`config.mk`:
```
export PLATFORM = sky130hd
export DESIGN_NAME = nibble_serial_adder_flat
export DESIGN_NICKNAME = d
export VERILOG_FILES = /design/src/rtl/nibble_serial_adder_if.sv /design/src/rtl/nibble_serial_adder.sv /design/src/flat_wrapper.sv
export SDC_FILE = /design/constraint.sdc
export NUM_CORES = 1
export LEC_CHECK = 0
export CORE_MARGIN = 3
export CORE_UTILIZATION = 40
export DETAILED_ROUTE_END_ITERATION = 7
export PLACE_DENSITY_LB_ADDON = 0.08
export SLEW_MARGIN = 10
export SYNTH_ARGS = -nofsm -noshare
export SYNTH_HDL_FRONTEND = slang
export SYNTH_SLANG_ARGS = --single-unit
```
`constraint.sdc`:
```
create_clock -name clk -period 8.9 [get_ports clk]
set_input_delay 1.335 -clock clk [delete_from_list [all_inputs] [get_ports clk]]
set_output_delay 1.335 -clock clk [all_outputs]
set_load 0.005 [all_outputs]
```
`src/rtl/nibble_serial_adder_if.sv`:
```
// Operand/result handshake bundle for nibble_serial_adder.
// Port sub exists only when NIBBLE_SERIAL_ADDER_SUB_EN is defined.
`timescale 1ns/1ps
interface nibble_serial_adder_if #(
   parameter int XLEN = 32
);
   logic            in_valid;
   logic            in_ready;
   logic [XLEN-1:0] a;
   logic [XLEN-1:0] b;
`ifdef NIBBLE_SERIAL_ADDER_SUB_EN
   logic            sub;
`endif
   logic            out_valid;
   logic            out_ready;
   logic [XLEN-1:0] result;
   logic            cout;
   logic            overflow;
   logic            zero;

`ifdef NIBBLE_SERIAL_ADDER_SUB_EN
   modport master (
      output in_valid, a, b, sub, out_ready,
      input  in_ready, out_valid, result, cout, overflow, zero
   );
   modport slave (
      input  in_valid, a, b, sub, out_ready,
      output in_ready, out_valid, result, cout, overflow, zero
   );
`else
   modport master (
      output in_valid, a, b, out_ready,
      input  in_ready, out_valid, result, cout, overflow, zero
   );
   modport slave (
      input  in_valid, a, b, out_ready,
      output in_ready, out_valid, result, cout, overflow, zero
   );
`endif
endinterface

```
`src/rtl/nibble_serial_adder.sv`:
```
// Bit-serial-by-nibble adder: one 4-bit carry-lookahead cell reused XLEN/4 times, LSB nibble first.
// Optional subtract mode is enabled with the NIBBLE_SERIAL_ADDER_SUB_EN macro (adds port sub).
//
//   state | meaning
//   IDLE  | waiting for operands, in_ready = 1
//   RUN   | one nibble summed per cycle, idx_q selects the nibble
//   DONE  | result held, out_valid = 1 until out_ready
`timescale 1ns/1ps
module nsa_cla4 (
   input  logic [3:0] a_i,
   input  logic [3:0] b_i,
   input  logic       cin_i,
   output logic [3:0] sum_o,
   output logic       cout_o
);
   logic [3:0] g;
   logic [3:0] p;
   logic [4:0] c;

   assign g = a_i & b_i;
   assign p = a_i ^ b_i;

   assign c[0] = cin_i;
   assign c[1] = g[0] | (p[0] & cin_i);
   assign c[2] = g[1] | (p[1] & g[0]) | (p[1] & p[0] & cin_i);
   assign c[3] = g[2] | (p[2] & g[1]) | (p[2] & p[1] & g[0])
               | (p[2] & p[1] & p[0] & cin_i);
   assign c[4] = g[3] | (p[3] & g[2]) | (p[3] & p[2] & g[1])
               | (p[3] & p[2] & p[1] & g[0]) | (p[3] & p[2] & p[1] & p[0] & cin_i);

   assign sum_o  = p ^ c[3:0];
   assign cout_o = c[4];
endmodule

module nibble_serial_adder #(
   parameter int XLEN = 32
) (
   input  logic                 clk,
   input  logic                 rst_n,
   nibble_serial_adder_if.slave bus
);
   localparam int NIB  = XLEN / 4;
   localparam int IDXW = (NIB > 1) ? $clog2(NIB) : 1;

   if ((XLEN % 4) != 0 || XLEN < 8) begin : g_bad_xlen
      $error("nibble_serial_adder: XLEN must be a multiple of 4 and at least 8");
   end

   typedef enum logic [1:0] {
      IDLE = 2'd0,
      RUN  = 2'd1,
      DONE = 2'd2
   } state_t;

   state_t            state_q, state_d;
   logic [IDXW-1:0]   idx_q, idx_d;
   logic              carry_q, carry_d;
   logic [XLEN-1:0]   a_q, a_d;
   logic [XLEN-1:0]   b_q, b_d;
   logic [XLEN-1:0]   result_q, result_d;
   logic              cout_q, cout_d;
   logic              ovf_q, ovf_d;

   logic [XLEN-1:0]   b_in;
   logic              cin_in;
   logic [3:0]        nib_a;
   logic [3:0]        nib_b;
   logic [3:0]        nib_sum;
   logic              nib_cout;
   logic              last_nib;

`ifdef NIBBLE_SERIAL_ADDER_SUB_EN
   // Two's-complement subtract: invert B and inject the +1 as carry-in.
   assign b_in   = bus.sub ? ~bus.b : bus.b;
   assign cin_in = bus.sub;
`else
   assign b_in   = bus.b;
   assign cin_in = 1'b0;
`endif

   assign nib_a    = a_q[4*idx_q +: 4];
   assign nib_b    = b_q[4*idx_q +: 4];
   assign last_nib = (idx_q == IDXW'(NIB - 1));

   nsa_cla4 u_cla (
      .a_i    (nib_a),
      .b_i    (nib_b),
      .cin_i  (carry_q),
      .sum_o  (nib_sum),
      .cout_o (nib_cout)
   );

   always_comb begin
      state_d  = state_q;
      idx_d    = idx_q;
      carry_d  = carry_q;
      a_d      = a_q;
      b_d      = b_q;
      result_d = result_q;
      cout_d   = cout_q;
      ovf_d    = ovf_q;
      case (state_q)
         IDLE: begin
            if (bus.in_valid) begin
               a_d     = bus.a;
               b_d     = b_in;
               carry_d = cin_in;
               idx_d   = '0;
               state_d = RUN;
            end
         end
         RUN: begin
            result_d[4*idx_q +: 4] = nib_sum;
            carry_d = nib_cout;
            idx_d   = idx_q + 1'b1;
            if (last_nib) begin
               // nib_sum[3] is the final result MSB, available only in this cycle.
               cout_d  = nib_cout;
               ovf_d   = (a_q[XLEN-1] == b_q[XLEN-1]) && (nib_sum[3] != a_q[XLEN-1]);
               idx_d   = '0;
               state_d = DONE;
            end
         end
         DONE: begin
            if (bus.out_ready) begin
               state_d = IDLE;
            end
         end
         default: state_d = IDLE;
      endcase
   end

   always_ff @(posedge clk or negedge rst_n) begin
      if (!rst_n) begin
         state_q  <= IDLE;
         idx_q    <= '0;
         carry_q  <= 1'b0;
         a_q      <= '0;
         b_q      <= '0;
         result_q <= '0;
         cout_q   <= 1'b0;
         ovf_q    <= 1'b0;
      end else begin
         state_q  <= state_d;
         idx_q    <= idx_d;
         carry_q  <= carry_d;
         a_q      <= a_d;
         b_q      <= b_d;
         result_q <= result_d;
         cout_q   <= cout_d;
         ovf_q    <= ovf_d;
      end
   end

   assign bus.in_ready  = (state_q == IDLE);
   assign bus.out_valid = (state_q == DONE);
   assign bus.result    = result_q;
   assign bus.cout      = cout_q;
   assign bus.overflow  = ovf_q;
   assign bus.zero      = (result_q == '0);
endmodule
```
`src/flat_wrapper.sv`:
```
// flat-port wrapper written by rule: the top's interface ports become plain ports
module nibble_serial_adder_flat 
#(
   parameter int XLEN = 32
)
  (clk, rst_n, bus_in_valid, bus_a, bus_b, bus_out_ready, bus_in_ready, bus_out_valid, bus_result, bus_cout, bus_overflow, bus_zero);
  nibble_serial_adder_if #(.XLEN(XLEN)) bus_i ();
  input  logic clk;
  input  logic rst_n;
  input wire logic [$bits(bus_i.in_valid)-1:0] bus_in_valid;
  input wire logic [$bits(bus_i.a)-1:0] bus_a;
  input wire logic [$bits(bus_i.b)-1:0] bus_b;
  input wire logic [$bits(bus_i.out_ready)-1:0] bus_out_ready;
  output wire logic [$bits(bus_i.in_ready)-1:0] bus_in_ready;
  output wire logic [$bits(bus_i.out_valid)-1:0] bus_out_valid;
  output wire logic [$bits(bus_i.result)-1:0] bus_result;
  output wire logic [$bits(bus_i.cout)-1:0] bus_cout;
  output wire logic [$bits(bus_i.overflow)-1:0] bus_overflow;
  output wire logic [$bits(bus_i.zero)-1:0] bus_zero;
  assign bus_i.in_valid = bus_in_valid;
  assign bus_i.a = bus_a;
  assign bus_i.b = bus_b;
  assign bus_i.out_ready = bus_out_ready;
  assign bus_in_ready = bus_i.in_ready;
  assign bus_out_valid = bus_i.out_valid;
  assign bus_result = bus_i.result;
  assign bus_cout = bus_i.cout;
  assign bus_overflow = bus_i.overflow;
  assign bus_zero = bus_i.zero;
  nibble_serial_adder #(.XLEN(XLEN)) u_core (.clk(clk), .rst_n(rst_n), .bus(bus_i));
endmodule
```
==> results.py <==
metrics = {
    "clocking": {
        "clock-sinks": 104,
        "post-cts-setup-buffers": 0,
        "clockBufferDepth": 2,
        "cts-resized-gates": 0,
        "htree_levels": 3,
        "clk_pin_slew_ps": 70,
        "root_buffer": "clkbuf_16",
        "cts_tree": "done",
        "holdBufCountCts": 0,
        "cts_made_buffers": 9,
        "clkLatencyLatePin_ps": 340,
    },
    "drt": {
        "drc": 0,
        "drtIter0Drc": 184,
        "routed_via_density": 5.07,
        "first_pass_iters": 4,
        "detail_route.wl_per_cell_um": 15.6,
        "via_count": 3805,
        "routed_wl_um": 11700,
        "drtAntennaViolNets": 0,
    },
    "floorplan": {
        "fp.dieH_um": 116,
        "coreArea_mm2": 0.0117,
        "core.rowCount": 39,
        "die_area_mm2": 0.0135,
        "initial_core_util_pct": 41.8,
        "boundaryPins": 105,
        "die_w_um": 116,
    },
    "setup_path": {
        "cp-start-kind": "flip-flop",
        "r2r-end": "u_core.bus.result[27]",
        "rrSetupSlack_ps": 5360,
        "cp_max_fo": 20,
        "cp.required_ps": 9090,
        "critical_path_class": "reg -> reg",
        "end_kind": "flip-flop",
        "r2r_cells": 9,
        "reg2reg_from": "u_core.idx_q[0]",
        "crit_arrival_ps": 3730,
    },
    "min_path": {
        "min_to": "u_core.a_q[11]",
        "min_path_type": "reg -> reg",
        "hp-start": "u_core.a_q[11]",
        "hold_depth": 2,
    },
    "sta": {
        "relSlewSlack_pct": 27.3,
        "skew_ps": 7.81,
        "period_minus_slack_ps": 3540,
        "finalSetupViolations": 0,
        "worst_slew_pin_slew_ps": 1090,
        "fmax_mhz": 282,
        "rsz0062_at_grt": "false",
        "tns_ps": 0,
        "finalHoldViolCount": 0,
        "maxSlewViolCount": 0,
        "timing.final.crit_share_pct": 39.8,
    },
    "power_and_ir_drop": {
        "leakage_nw": 2.98,
        "p_total_mw": 2.38,
        "power.density_mw_per_mm2": 377,
        "irDropWorstVdd_mv": 0.246,
    },
    "global_route": {
        "use_met3_pct": 2.80,
        "antenna_found_initial": 0,
        "use_met2_pct": 28.2,
        "met1_usage_pct": 26.6,
        "grt_max_degree": 68,
        "grt_pass1_wl_um": 19500,
        "grt_usage_pct": 18.4,
        "grt_pass1_vias": 3869,
        "overflow": 0,
        "grt_busiest_layer": "met2",
    },
    "logic_synthesis": {
        "yosys.area.top_type": "dfrtp_1",
        "synth_cell_types": 39,
        "avgSynthCellArea_um2": 9.64,
        "yosysSeqAreaShare_pct": 53.4,
        "yosys-top-cells-area": "dfrtp_1 53%, nand2_1 19%, mux4_2 7.4%, ha_1 3.1%, mux2_2 2.3%",
        "netlist.area_leader.share_pct": 53.4,
        "ys_async_sr_fraction_pct": 100,
        "ys_warn_count": 0,
        "syn-num-nets": 586,
        "ys_ff_latch": 104,
        "synth-main-ff-cell": "dfrtp_1",
        "synth_edf_count": 0,
        "synthesis.instances": 505,
        "syn_area_mm2": 0.00487,
    },
    "flow_run": {
        "maxCapViolations": 0,
    },
    "final_layout": {
        "nets": 683,
        "antenna_cells": 0,
        "drive_above_1_share_pct": 8.07,
        "final_cell_area_mm2": 0.00633,
        "area_growth_pct": 29.9,
        "final_core_util_pct": 54.2,
    },
    "placement": {
        "hpwl_um": 8620,
        "finalWeightedCongestion": 0.812,
        "dpl_cell_area_mm2": 0.00602,
        "io_buffers": 104,
    },
    "outcome": {
        "status": "complete, no violations",
    },
}
[sequential cells by signal (all words and copies together), names as in the netlist]
| register | flops |
|---|---|
| u_core.a_q | 32 |
| u_core.b_q | 32 |
| u_core.bus.cout | 1 |
| u_core.bus.overflow | 1 |
| u_core.bus.result | 32 |
| u_core.carry_q | 1 |
| u_core.idx_q | 3 |
| u_core.state_q | 2 |
[metal layers]
| metal | part of all wire (%) | up-vias |
|---|---|---|
| met5 | 0 | - |
| met4 | 2.4 | 0 |
| met3 | 4.1 | 18 |
| met2 | 46 | 91 |
| met1 | 47 | 1828 |
| li1 | - | 1868 |
[worst max path at each step]
stage / start / to / slack, ps / cells after the start
6_report: u_core.idx_q[0] / u_core.bus.result[27] / 5360 / 9
5_1_grt: u_core.idx_q[0] / u_core.bus.result[27] / 5040 / 9
4_1_cts: u_core.idx_q[0] / u_core.bus.result[27] / 5280 / 9
3_5_place_dp: u_core.idx_q[0] / u_core.bus.result[27] / 5300 / 9
3_3_place_gp: u_core.idx_q[0] / u_core.bus.result[23] / 5440 / 9
2_1_floorplan: u_core.idx_q[0] / u_core.bus.result[23] / 6040 / 9
[Yosys cell counts (2+ instances only)]
| cell | n |
|---|---|
| a21oi_1 | 3 |
| and2_1 | 4 |
| buf_1 | 3 |
| buf_2 | 5 |
| clkbuf_1 | 12 |
| dfrtp_1 | 104 |
| ha_1 | 12 |
| inv_1 | 7 |
| mux2_2 | 10 |
| mux2i_1 | 2 |
| mux4_2 | 16 |
| nand2_1 | 246 |
| nand2b_1 | 5 |
| nand3_1 | 7 |
| nand4_1 | 3 |
| nand4_4 | 3 |
| nor2_1 | 3 |
| nor3_1 | 5 |
| nor4_1 | 8 |
| o21ai_0 | 19 |
| o21ai_1 | 6 |
| o31ai_1 | 2 |
| or4_1 | 3 |
| xnor2_1 | 2 |
[through the flow]
| step | std cells | setup slack [ps] | hold slack (ps) |
|---|---|---|---|
| floorplan | 505 | 6040 | 440 |
| global placement | 734 | 5440 | 458 |
| detailed placement | 734 | 5300 | 460 |
| CTS | 750 | 5280 | 474 |
| global route | 750 | 5040 | 495 |
| finish | 750 | 5360 | 469 |
[cell families (layout without fill, tap and decap cells)]
group | Yosys count | in the layout | synth area share (%)
AO/OA/AOI/OAI | 35 | 35 | 4.06
XOR/XNOR | 3 | 3 | 0.540
adder cells (fa/ha/maj) | 13 | 13 | 3.49
buffers and inverters | 29 | 131 | 2.44
flip-flops | 104 | 104 | 53.4
multiplexers | 28 | 28 | 10.1
AND/OR/NAND/NOR | 293 | 293 | 25.9
[worst max-delay path: stages, from the launching register on]
cell and delay, ps:
dfrtp_1 640, buf_4 390, mux4_2 550, nand2_1 80
nand2_1 110, ha_1 310, a41oi_1 200, o21ai_0 220
xnor2_1 660, o21ai_0 210
[layout by cell type, fill, tap and decap left out, types with 2 or more instances in the layout]
cell,n
nand2_1,245
xnor2_1,2
clkbuf_8,2
nand4_4,3
o21ai_0,19
clkbuf_16,9
mux2i_1,2
o21ai_1,6
o31ai_1,2
or4_1,3
ha_1,12
nand2b_1,5
nor3_1,5
nor2_1,3
nand4_1,3
buf_4,4
nor4_1,8
clkbuf_1,3
mux2_2,10
inv_1,7
a21oi_1,3
dfrtp_1,104
nand3_1,7
mux4_2,16
and2_1,3
clkdlybuf4s50_1,103
[report_power, final]
group / leakage [nW] / switching (mW) / total (mW) / internal, mW
registers: 1.33 / 0.177 / 0.855 / 0.678
clock network: 0.143 / 0.163 / 0.397 / 0.234
logic: 1.51 / 0.628 / 1.13 / 0.502
[final cells by class]
| class | instances | area (um2) |
|---|---|---|
| Inverter | 8 | 30.0 |
| Fill cell | 1078 | 5340 |
| Timing Repair Buffer | 107 | 1060 |
| Multi-Input combinational cell | 372 | 2150 |
| Clock buffer | 14 | 264 |
| Tap cell | 143 | 179 |
| Sequential cell | 104 | 2600 |
| Clock inverter | 2 | 37.5 |
Power figures use the tool's default switching activity.
